File: config.mk
export PLATFORM = sky130hd
export DESIGN_NAME = mem_access_arbiter_flat
export DESIGN_NICKNAME = d
export VERILOG_FILES = /design/src/rtl/mem_access_arbiter_if.sv /design/src/rtl/mem_access_arbiter.sv /design/src/flat_wrapper.sv
export SDC_FILE = /design/constraint.sdc
export NUM_CORES = 1
export LEC_CHECK = 0
export CORE_MARGIN = 10
export CORE_UTILIZATION = 40
export CTS_CLUSTER_SIZE = 8
export DETAILED_ROUTE_END_ITERATION = 12
export HOLD_SLACK_MARGIN = 0.12
export PLACE_DENSITY_LB_ADDON = 0.3
export REMOVE_ABC_BUFFERS = 1
export SYNTH_ARGS = -nofsm -noshare
export SYNTH_HDL_FRONTEND = slang
export SYNTH_SLANG_ARGS = --single-unit
File: constraint.sdc
create_clock -name clk -period 2.7 [get_ports clk]
set_input_delay 0.27 -clock clk [delete_from_list [all_inputs] [get_ports clk]]
set_output_delay 0.27 -clock clk [all_outputs]
set_load 0.01 [all_outputs]
File: src/rtl/mem_access_arbiter_if.sv
// Request/grant, read-return and memory command signals shared by the two
// requesters, the arbiter and the single-port memory.
interface mem_access_arbiter_if #(
  parameter int DATA_WIDTH = 32
);
  logic                  req0_i;
  logic                  we0_i;
  logic [DATA_WIDTH-1:0] addr0_i;
  logic [DATA_WIDTH-1:0] wdata0_i;
  logic                  gnt0_o;
  logic                  rvalid0_o;

  logic                  req1_i;
  logic                  we1_i;
  logic [DATA_WIDTH-1:0] addr1_i;
  logic [DATA_WIDTH-1:0] wdata1_i;
  logic                  gnt1_o;
  logic                  rvalid1_o;

  logic [DATA_WIDTH-1:0] rdata_o;
  logic                  err_o;

  logic                  mem_we_o;
  logic [DATA_WIDTH-1:0] mem_addr_o;
  logic [DATA_WIDTH-1:0] mem_wdata_o;
  logic [DATA_WIDTH-1:0] mem_rdata_i;

  modport slave (
    input  req0_i, we0_i, addr0_i, wdata0_i,
    input  req1_i, we1_i, addr1_i, wdata1_i,
    input  mem_rdata_i,
    output gnt0_o, rvalid0_o, gnt1_o, rvalid1_o,
    output rdata_o, err_o,
    output mem_we_o, mem_addr_o, mem_wdata_o
  );

  modport master (
    output req0_i, we0_i, addr0_i, wdata0_i,
    output req1_i, we1_i, addr1_i, wdata1_i,
    output mem_rdata_i,
    input  gnt0_o, rvalid0_o, gnt1_o, rvalid1_o,
    input  rdata_o, err_o,
    input  mem_we_o, mem_addr_o, mem_wdata_o
  );
endinterface

File: src/rtl/mem_access_arbiter.sv
// Round-robin arbiter and access sequencer placing an instruction-fetch port (0)
// and a load/store port (1) in front of one single-port memory.
//
// state  | meaning
// IDLE   | no access in flight; sample requests, pick winner, launch command
// ACCESS | grant/err pulse and single-cycle write strobe; reads start here
// WAIT   | read in flight; counter runs down to the memory read latency
module mem_access_arbiter #(
  parameter int DATA_WIDTH   = 32,
  parameter int MEMORY_DEPTH = 64,
  parameter int READ_LATENCY = 1
) (
  input logic                 clk,
  input logic                 rst_n,
  mem_access_arbiter_if.slave bus
);

  localparam int CNT_W = (READ_LATENCY > 1) ? $clog2(READ_LATENCY) : 1;
  localparam logic [DATA_WIDTH-1:0] DEPTH_W = DATA_WIDTH'(MEMORY_DEPTH);

  typedef enum logic [1:0] {
    IDLE,
    ACCESS,
    WAIT
  } state_t;

  state_t           state;
  logic             owner;
  logic             last_owner;
  logic             we_q;
  logic             err_q;
  logic [CNT_W-1:0] cnt;

  logic                  pick1;
  logic                  sel_we;
  logic [DATA_WIDTH-1:0] sel_addr;
  logic [DATA_WIDTH-1:0] sel_wdata;
  logic                  sel_err;

  // Port 1 wins when alone, or on a tie when port 0 owned the previous access.
  always_comb begin
    pick1     = bus.req1_i & (~bus.req0_i | ~last_owner);
    sel_we    = pick1 ? bus.we1_i    : bus.we0_i;
    sel_addr  = pick1 ? bus.addr1_i  : bus.addr0_i;
    sel_wdata = pick1 ? bus.wdata1_i : bus.wdata0_i;
    sel_err   = (sel_addr >= DEPTH_W);
  end

  always_ff @(posedge clk or negedge rst_n) begin
    if (!rst_n) begin
      state           <= IDLE;
      owner           <= 1'b0;
      last_owner      <= 1'b1;
      we_q            <= 1'b0;
      err_q           <= 1'b0;
      cnt             <= '0;
      bus.gnt0_o      <= 1'b0;
      bus.gnt1_o      <= 1'b0;
      bus.rvalid0_o   <= 1'b0;
      bus.rvalid1_o   <= 1'b0;
      bus.rdata_o     <= '0;
      bus.err_o       <= 1'b0;
      bus.mem_we_o    <= 1'b0;
      bus.mem_addr_o  <= '0;
      bus.mem_wdata_o <= '0;
    end else begin
      bus.gnt0_o    <= 1'b0;
      bus.gnt1_o    <= 1'b0;
      bus.rvalid0_o <= 1'b0;
      bus.rvalid1_o <= 1'b0;
      bus.err_o     <= 1'b0;
      bus.mem_we_o  <= 1'b0;
      case (state)
        IDLE: begin
          if (bus.req0_i || bus.req1_i) begin
            bus.mem_addr_o  <= sel_addr;
            bus.mem_wdata_o <= sel_wdata;
            bus.mem_we_o    <= sel_we & ~sel_err;
            bus.err_o       <= sel_err;
            bus.gnt0_o      <= ~pick1;
            bus.gnt1_o      <= pick1;
            we_q            <= sel_we;
            err_q           <= sel_err;
            owner           <= pick1;
            last_owner      <= pick1;
            state           <= ACCESS;
          end
        end
        ACCESS: begin
          if (we_q) begin
            state <= IDLE;
          end else if (READ_LATENCY == 0) begin
            bus.rdata_o   <= err_q ? '0 : bus.mem_rdata_i;
            bus.rvalid0_o <= ~owner;
            bus.rvalid1_o <= owner;
            state         <= IDLE;
          end else begin
            cnt   <= CNT_W'(READ_LATENCY - 1);
            state <= WAIT;
          end
        end
        WAIT: begin
          if (cnt == '0) begin
            bus.rdata_o   <= err_q ? '0 : bus.mem_rdata_i;
            bus.rvalid0_o <= ~owner;
            bus.rvalid1_o <= owner;
            state         <= IDLE;
          end else begin
            cnt <= cnt - 1'b1;
          end
        end
        default: state <= IDLE;
      endcase
    end
  end

endmodule
File: src/flat_wrapper.sv
// flat-port wrapper written by rule: the top's interface ports become plain ports
module mem_access_arbiter_flat 
#(
  parameter int DATA_WIDTH   = 32,
  parameter int MEMORY_DEPTH = 64,
  parameter int READ_LATENCY = 1
)
  (clk, rst_n, bus_req0_i, bus_we0_i, bus_addr0_i, bus_wdata0_i, bus_req1_i, bus_we1_i, bus_addr1_i, bus_wdata1_i, bus_mem_rdata_i, bus_gnt0_o, bus_rvalid0_o, bus_gnt1_o, bus_rvalid1_o, bus_rdata_o, bus_err_o, bus_mem_we_o, bus_mem_addr_o, bus_mem_wdata_o);
  mem_access_arbiter_if #(.DATA_WIDTH(DATA_WIDTH)) bus_i ();
  input logic clk;
  input logic rst_n;
  input wire logic [$bits(bus_i.req0_i)-1:0] bus_req0_i;
  input wire logic [$bits(bus_i.we0_i)-1:0] bus_we0_i;
  input wire logic [$bits(bus_i.addr0_i)-1:0] bus_addr0_i;
  input wire logic [$bits(bus_i.wdata0_i)-1:0] bus_wdata0_i;
  input wire logic [$bits(bus_i.req1_i)-1:0] bus_req1_i;
  input wire logic [$bits(bus_i.we1_i)-1:0] bus_we1_i;
  input wire logic [$bits(bus_i.addr1_i)-1:0] bus_addr1_i;
  input wire logic [$bits(bus_i.wdata1_i)-1:0] bus_wdata1_i;
  input wire logic [$bits(bus_i.mem_rdata_i)-1:0] bus_mem_rdata_i;
  output wire logic [$bits(bus_i.gnt0_o)-1:0] bus_gnt0_o;
  output wire logic [$bits(bus_i.rvalid0_o)-1:0] bus_rvalid0_o;
  output wire logic [$bits(bus_i.gnt1_o)-1:0] bus_gnt1_o;
  output wire logic [$bits(bus_i.rvalid1_o)-1:0] bus_rvalid1_o;
  output wire logic [$bits(bus_i.rdata_o)-1:0] bus_rdata_o;
  output wire logic [$bits(bus_i.err_o)-1:0] bus_err_o;
  output wire logic [$bits(bus_i.mem_we_o)-1:0] bus_mem_we_o;
  output wire logic [$bits(bus_i.mem_addr_o)-1:0] bus_mem_addr_o;
  output wire logic [$bits(bus_i.mem_wdata_o)-1:0] bus_mem_wdata_o;
  assign bus_i.req0_i = bus_req0_i;
  assign bus_i.we0_i = bus_we0_i;
  assign bus_i.addr0_i = bus_addr0_i;
  assign bus_i.wdata0_i = bus_wdata0_i;
  assign bus_i.req1_i = bus_req1_i;
  assign bus_i.we1_i = bus_we1_i;
  assign bus_i.addr1_i = bus_addr1_i;
  assign bus_i.wdata1_i = bus_wdata1_i;
  assign bus_i.mem_rdata_i = bus_mem_rdata_i;
  assign bus_gnt0_o = bus_i.gnt0_o;
  assign bus_rvalid0_o = bus_i.rvalid0_o;
  assign bus_gnt1_o = bus_i.gnt1_o;
  assign bus_rvalid1_o = bus_i.rvalid1_o;
  assign bus_rdata_o = bus_i.rdata_o;
  assign bus_err_o = bus_i.err_o;
  assign bus_mem_we_o = bus_i.mem_we_o;
  assign bus_mem_addr_o = bus_i.mem_addr_o;
  assign bus_mem_wdata_o = bus_i.mem_wdata_o;
  mem_access_arbiter #(.DATA_WIDTH(DATA_WIDTH), .MEMORY_DEPTH(MEMORY_DEPTH), .READ_LATENCY(READ_LATENCY)) u_core (.clk(clk), .rst_n(rst_n), .bus(bus_i));
endmodule
==> results of run 1 <==
-- layout make-up --
type / instances / area (sq um)
clock inverter: 4 / 47.5
tap: 143 / 179
sequential: 108 / 2700
inverter: 2 / 7.51
timing repair buffer: 276 / 2770
fill: 907 / 3670
clock buffer: 12 / 256
multi-input combinational: 327 / 1840
-- layer usage --
layer	global-route usage	routed length, um	vias up
met1	0.216	6270	2018
li1	-	-	2114
met5	0	0	-
met2	0.328	7980	178
met3	0.0969	1920	10
met4	0.0483	167	0
-- registers in the layout, summed over array words and instances, names as in the netlist --
signal                  cells
u_core.owner                1
u_core.bus.mem_addr_o      32
u_core.bus.rvalid0_o        1
u_core.err_q                1
u_core.bus.mem_wdata_o     32
u_core.bus.gnt1_o           1
u_core.state                2
u_core.bus.rvalid1_o        1
u_core.we_q                 1
u_core.last_owner           1
u_core.bus.rdata_o         32
u_core.bus.mem_we_o         1
u_core.bus.gnt0_o           1
u_core.bus.err_o            1
-- logic make-up (layout without fill, tap and decap cells) --
logic type | count (synthesis) | after routing
buf+inv | 33 | 294
mux | 33 | 33
flops | 108 | 108
compound gates | 103 | 103
simple gates | 191 | 191
-- through the flow --
stage,hold WS [ns],TNS (ns),utilization,setup WS (ns)
floorplan,-0.0256,-15.67,-,-0.548
global placement,0.123,0,0.653,0.660
detailed placement,0.123,0,0.653,0.632
CTS,0.306,0,0.680,0.888
global route,0.329,0,0.680,0.692
finish,0.317,0,0.680,0.902
-- worst paths after layout --
kind / start / cells past startpoint / slack, ns / end
max in group asynchronous: rst_n / 3 / 1.63 / u_core.bus.mem_addr_o[14]
min in group clk: u_core.we_q / 1 / 0.43 / u_core.state[1]
worst max-delay path: u_core.state[0] / 2 / 0.90 / u_core.bus.rdata_o[2]
worst min-delay path: rst_n / 2 / 0.32 / u_core.bus.rdata_o[5]
worst max register to register: u_core.state[0] / 2 / 0.90 / u_core.bus.rdata_o[2]
worst min register to register: u_core.we_q / 1 / 0.43 / u_core.state[1]
-- timing repair --
action | 4_1_cts | 5_1_grt
hold endpoints to repair | 65 | 0
hold buffers | 1 | 0
gates resized for setup | 0 | 0
-- synth_stat cells --
cell type / number
sky130_fd_sc_hd__o21ai_1: 4
sky130_fd_sc_hd__nand4_1: 3
sky130_fd_sc_hd__dfstp_2: 1
sky130_fd_sc_hd__nor3b_4: 1
sky130_fd_sc_hd__buf_6: 4
sky130_fd_sc_hd__a21o_1: 2
sky130_fd_sc_hd__a21boi_2: 1
sky130_fd_sc_hd__clkbuf_1: 18
sky130_fd_sc_hd__buf_2: 9
sky130_fd_sc_hd__and3_1: 1
sky130_fd_sc_hd__mux2i_1: 33
sky130_fd_sc_hd__or3_1: 1
sky130_fd_sc_hd__a31oi_1: 1
sky130_fd_sc_hd__nor2_1: 6
sky130_fd_sc_hd__nand4b_1: 1
sky130_fd_sc_hd__nor4_4: 1
sky130_fd_sc_hd__nor3b_1: 1
sky130_fd_sc_hd__a21oi_1: 1
sky130_fd_sc_hd__nor4_1: 12
sky130_fd_sc_hd__a22o_1: 1
sky130_fd_sc_hd__dfrtp_1: 107
sky130_fd_sc_hd__inv_1: 2
sky130_fd_sc_hd__a22oi_1: 33
sky130_fd_sc_hd__nand2_1: 131
sky130_fd_sc_hd__o21ai_0: 60
sky130_fd_sc_hd__nand2b_1: 33
-- power groups by stage --
stage	sequential (mW)	combinational (mW)	clock (mW)
after floorplan	2.76	1.03	0
after global placement	2.52	3.02	0
after detailed placement	2.55	3.08	0
after CTS	2.53	3.09	1.36
after global routing	2.60	3.34	1.44
final	2.53	3.03	1.33
-- critical path, delay by kind of cell (launching register included) --
| kind | cells | cell delay [ns] |
|---|---|---|
| compound gates | 1 | 0.25 |
| simple gates | 1 | 0.82 |
| flops | 1 | 0.51 |
==> results.md, run 1 <==
- Total routing resource utilization after global routing: 0.195
- Transition time of the tightest slew-check pin: 0.991 ns
- Pleak: 3.34 nW
- Post-layout minimum cycle time: 1.80 ns
- H-Tree Level Count: 3
- Count of placed standard cells including taps: 855
- Post-route fraction of the period consumed by the critical path: 0.666
- Combinational family with the most area after synthesis: simple AND/OR/NAND/NOR gates
- Largest net degree at the start of global routing: 67
- Post-synthesis instance total: 468
- Post-CTS Setup Bufs: 0
- Commonest cells after routing, fill and taps aside: sky130_fd_sc_hd__clkdlybuf4s50_1 (266), sky130_fd_sc_hd__nand2_1 (131), sky130_fd_sc_hd__dfrtp_1 (107)
- Number of diodes added for antenna fixing: 0
- Vias per Instance: 4.95
- Synthesized-area fraction occupied by ao, oa, aoi and oai cells: 0.131
- Half-perimeter wire length after placement: 13.3 mm
- Count of vias placed by the detailed router: 4,320
- Share of synthesized cell area in and, or, nand and nor gates: 0.188
- Required @ worst endpoint: 2.87 ns
- Worst-case headroom to the max-slew limit: 0.340
- Clock sinks: 108
- Critical path, cell by cell: nand2b_2, o21ai_0
- Leading area contributor after synthesis: sky130_fd_sc_hd__dfrtp_1
- Number of global-route vias before repair: 4,703
- Wirelength, routed: 16.3 mm
- Sw Share: 0.347
- Sequential share of power: 0.367
- Post-detailed-route wirelength per cell: 18.7 um
- Sw power: 2.39 mW
- GRT overflow: 0
- Standard cell with the maximum stage delay on the critical path: sky130_fd_sc_hd__nand2b_2
- Rows: 39
- Total of flip-flops plus latches after synthesis: 108
- Power share of the clock group: 0.193
- Final number of hold-violating endpoints: 0
- Clock tree from TritonCTS: done
- Maximum number of buffers from clock root to sink: 2
- Chip width: 128 um
- Nature of the critical path endpoint: flop
- Worst endpoint data arrival time: 1.97 ns
- Layout Cells excl Fill: 872
- Final Setup Violations: 0
- Adder-cell share of the synthesized area: 0
- Fin nets: 890
- Finished layout cell area: 7800 sq um
- Fraction of post-synthesis cell area in the top cell type by area: 0.570
- Reg clk slew, reported paths: 0.07 ns
- Number of nets with antenna violations after detailed routing: 0
- Pwr/cell area: 883 nW/um^2
- Worst Clk Skew: 0.00560 ns
- Clock insertion delay at the later pin of the skew report: 0.34 ns
- Register area share after synthesis: 0.576
- DRC marker count from the first detailed-route iteration: 214
- Height of the die: 128 um
- Number of library cell types mapped by synthesis: 26
- Layout cells sized above 1: 0.0412
- Type of the worst setup path: flop to flop
- Cell area after technology mapping: 4700 sq um
- Crit path max fanout: 66
- Number of antenna violations at the first check in global routing: 0
- Top cells by area in the synthesized netlist: sky130_fd_sc_hd__dfrtp_1 (57%), sky130_fd_sc_hd__nand2_1 (10%), sky130_fd_sc_hd__mux2i_1 (7.0%), sky130_fd_sc_hd__o21ai_0 (6.4%), sky130_fd_sc_hd__a22oi_1 (5.3%)
- Number of optimization iterations in the first detailed-route pass: 5
- Power share of the combinational group: 0.440
- Warnings from Yosys: 0
- Multiplexer share of the synthesized area: 0.0703
- Layout Area Growth over Synthesis: 66.0%
- Effective utilization at floorplan: 0.410
- Total power consumption of the routed design: 6.89 mW
- Pint: 4.50 mW
- Number of maximum-capacitance constraint violations: 0
- Mapped Avg Cell Area: 10.0 sq um
- Clock root buffer: sky130_fd_sc_hd__clkbuf_16
- Startpoint class of the critical path: flop
- Peak Freq: 0.556 GHz
- Global-route wire length before repair: 25.4 mm
- Maximum cell stage delay along the critical path: 0.82 ns
- Total clock buffers created by CTS: 9
- Number of slew-limit violations in the final report: 0
- Worst min-delay path class: input pin to async pin
- I/O pin total: 268
- Die ar.: 16,500 sq um
- Maximum vdd drop: 0.590 mV
- IO buf count: 267
- Gp weighted congestion: 0.835
- Residual DRC: 0
- Area share of xor/xnor cells in the synthesized design: 0
- Status: complete, no violations
- Unrepaired setup endpoints after global routing: no
- Area of the core: 11,500 sq um
- Leading cell type in the layout, fill and taps excluded: sky130_fd_sc_hd__clkdlybuf4s50_1
- Instance area after placement: 7480 sq um
No activity file was read; power rests on OpenSTA's default activity.
==> run 2: changes to the inputs <==
--- a/config.mk
+++ b/config.mk
@@ -6,7 +6,7 @@
 export NUM_CORES = 1
 export LEC_CHECK = 0
 export CORE_MARGIN = 10
-export CORE_UTILIZATION = 40
+export CORE_UTILIZATION = 38
 export CTS_CLUSTER_SIZE = 8
 export DETAILED_ROUTE_END_ITERATION = 12
 export HOLD_SLACK_MARGIN = 0.12
==> constraint.sdc (replaced) <==
create_clock -name clk -period 1.8 [get_ports clk]
set_input_delay 0.18 -clock clk [delete_from_list [all_inputs] [get_ports clk]]
set_output_delay 0.18 -clock clk [all_outputs]
set_load 0.01 [all_outputs]
==> run 2 against run 1 <==
Clock power is 44% higher. Global-route usage rose by 0.23 points. First-iteration DRC count is 30% higher. Critical endpoint is now u_core.bus.mem_wdata_o[26]. Largest cell class unchanged.
==> results.md, run 2 (same netlist as run 1, synthesis figures left out) <==
- Status: complete, no violations
- Layout Area Growth over Synthesis: 69.5%
- Number of slew-limit violations in the final report: 0
- Clock tree from TritonCTS: done
- Die ar.: 17,200 sq um
- Worst min-delay path class: input pin to async pin
- Met1 GRT Util: 0.224
- Post-detailed-route wirelength per cell: 19.0 um
- Count of vias placed by the detailed router: 4,424
- Global Route met2 Usage: 0.329
- Commonest cells after routing, fill and taps aside: sky130_fd_sc_hd__clkdlybuf4s50_1 (266), sky130_fd_sc_hd__nand2_1 (131), sky130_fd_sc_hd__dfrtp_1 (107)
- Clock root buffer: sky130_fd_sc_hd__clkbuf_16
- Number of maximum-capacitance constraint violations: 0
- Type of the worst setup path: flop to flop
- Post-CTS Setup Bufs: 0
- Source of the worst register-to-register timing path: u_core.last_owner
- Pwr/cell area: 1330 nW/um^2
- Power share of the clock group: 0.182
- # fillers: 969
- Largest net degree at the start of global routing: 67
- Pint: 6.86 mW
- Crit path from: u_core.last_owner
- Wirelength, routed: 17.2 mm
- Layout cells sized above 1: 0.0516
- Sequential share of power: 0.361
- Final Setup Violations: 0
- Layout Cells excl Fill: 905
- Number of gates given a new drive strength after cts: 0
- Clock insertion delay at the later pin of the skew report: 0.34 ns
- Clock sinks: 108
- Fin nets: 899
- Leading cell type in the layout, fill and taps excluded: sky130_fd_sc_hd__clkdlybuf4s50_1
- Startpoint class of the critical path: flop
- Height of the die: 131 um
- Rows: 40
- Number of global-route vias before repair: 4,971
- Peak Freq: 0.652 GHz
- Unrepaired setup endpoints after global routing: no
- Number of optimization iterations in the first detailed-route pass: 4
- Worst Clk Skew: 0.00593 ns
- Half-perimeter wire length after placement: 13.9 mm
- DRC marker count from the first detailed-route iteration: 278
- Chip width: 131 um
- Transition time of the tightest slew-check pin: 0.828 ns
- Power share of the combinational group: 0.457
- Worst reg2reg path depth: 5
- Pleak: 3.41 nW
- Global-route wire length before repair: 27.3 mm
- Core utilization of the finished layout: 0.660
- Required @ worst endpoint: 2.08 ns
- Maximum vdd drop: 0.786 mV
- Reg clk slew, reported paths: 0.07 ns
- Post-CTS Hold Buffers: 1
- Largest registers: u_core.bus.mem_addr_o: 32 flops, u_core.bus.mem_wdata_o: 32 flops, u_core.bus.rdata_o: 32 flops
- Sw power: 3.69 mW
- Number of diodes added for antenna fixing: 0
- Effective utilization at floorplan: 0.389
- Most Used Layer, Global Route: met2
- Worst-case headroom to the max-slew limit: 0.448
- Total clock buffers created by CTS: 9
- Post-layout minimum cycle time: 1.53 ns
- Vias per Instance: 4.89
- GRT overflow: 0
- Count of placed standard cells including taps: 889
- IO buf count: 267
- Final number of hold-violating endpoints: 0
- Gp weighted congestion: 0.812
- Post-route fraction of the period consumed by the critical path: 0.852
- Met3 layer usage reported by global route: 0.0808
- Maximum number of buffers from clock root to sink: 2
- Nature of the critical path endpoint: flop
- Crit path max fanout: 23
- Residual DRC: 0
- Number of antenna violations at the first check in global routing: 0
- Sw Share: 0.350
- H-Tree Level Count: 3
- Total routing resource utilization after global routing: 0.197
- Number of nets with antenna violations after detailed routing: 0
- Worst endpoint data arrival time: 1.81 ns
- I/O pin total: 268
- Area of the core: 12,100 sq um
==> run 2: changes by cell type in the layout (fill, tap and decap cells not counted) <==
cell                         delta
sky130_fd_sc_hd__buf_4          +3
sky130_fd_sc_hd__clkinvlp_4     -1
sky130_fd_sc_hd__buf_12         +6
sky130_fd_sc_hd__or3_4          +1
sky130_fd_sc_hd__or3_2          -1
sky130_fd_sc_hd__clkbuf_8       +2
sky130_fd_sc_hd__bufinv_16      -1
sky130_fd_sc_hd__clkinv_2       -1
==> run 2: path summary, 6_finish.rpt <==
check                                        endpoint  slack [ns]
setup / recovery           u_core.bus.mem_wdata_o[26]        0.27
setup reg to reg           u_core.bus.mem_wdata_o[26]        0.27
max in group asynchronous           u_core.last_owner        1.08
hold / removal                 u_core.bus.rdata_o[30]        0.18
min in group clk                u_core.bus.rdata_o[3]        0.41
hold reg to reg                       u_core.state[1]        0.44
==> run 2: power groups by stage <==
stage	Sequential, mW	Clock [mW]	Combinational [mW]
after floorplan	4.15	0	1.54
after global placement	3.81	0	4.75
after detailed placement	3.85	0	4.87
after CTS	3.82	1.96	4.91
after global routing	3.92	2.07	5.28
final	3.81	1.92	4.82
==> run 2: routing by layer <==
metal | part of all wire | wire length, um
met1 | 0.38 | 6540
met2 | 0.49 | 8440
met3 | 0.11 | 1890
met4 | 0.018 | 313
met5 | 0 | 0
==> run 2: final cells by class <==
type	instances	area, sq um	share of cell area
Timing Repair Buffer	285	2910	0.365
Sequential cell	108	2700	0.340
Clock inverter	1	5.00	0.000629
Tap cell	168	210	0.0264
Multi-Input combinational cell	327	1840	0.231
Inverter	2	7.51	0.000943
Clock buffer	14	284	0.0357
==> run 2: critical path, stage by stage, from the launching register on <==
cell and delay, ns:
sky130_fd_sc_hd__dfstp_2 0.56, sky130_fd_sc_hd__a21boi_4 0.08, sky130_fd_sc_hd__nor4_4 0.27, sky130_fd_sc_hd__buf_4 0.32, sky130_fd_sc_hd__a22oi_1 0.15, sky130_fd_sc_hd__nand2_1 0.09
==> run 2: metrics by stage <==
stage               setup slack, ns  hold WS (ns)  TNS (ns)  power, mW  instance area (sq um)
global route                  0.175         0.179         0       11.3                   7960
global placement             0.0702       -0.0137         0       8.56                   7660
floorplan                     -1.45        -0.116    -75.78       5.69                   4540
CTS                           0.265         0.166         0       10.7                   7960
detailed placement           0.0288       -0.0124         0       8.72                   7660
finish                        0.267         0.179         0       10.5                   7960
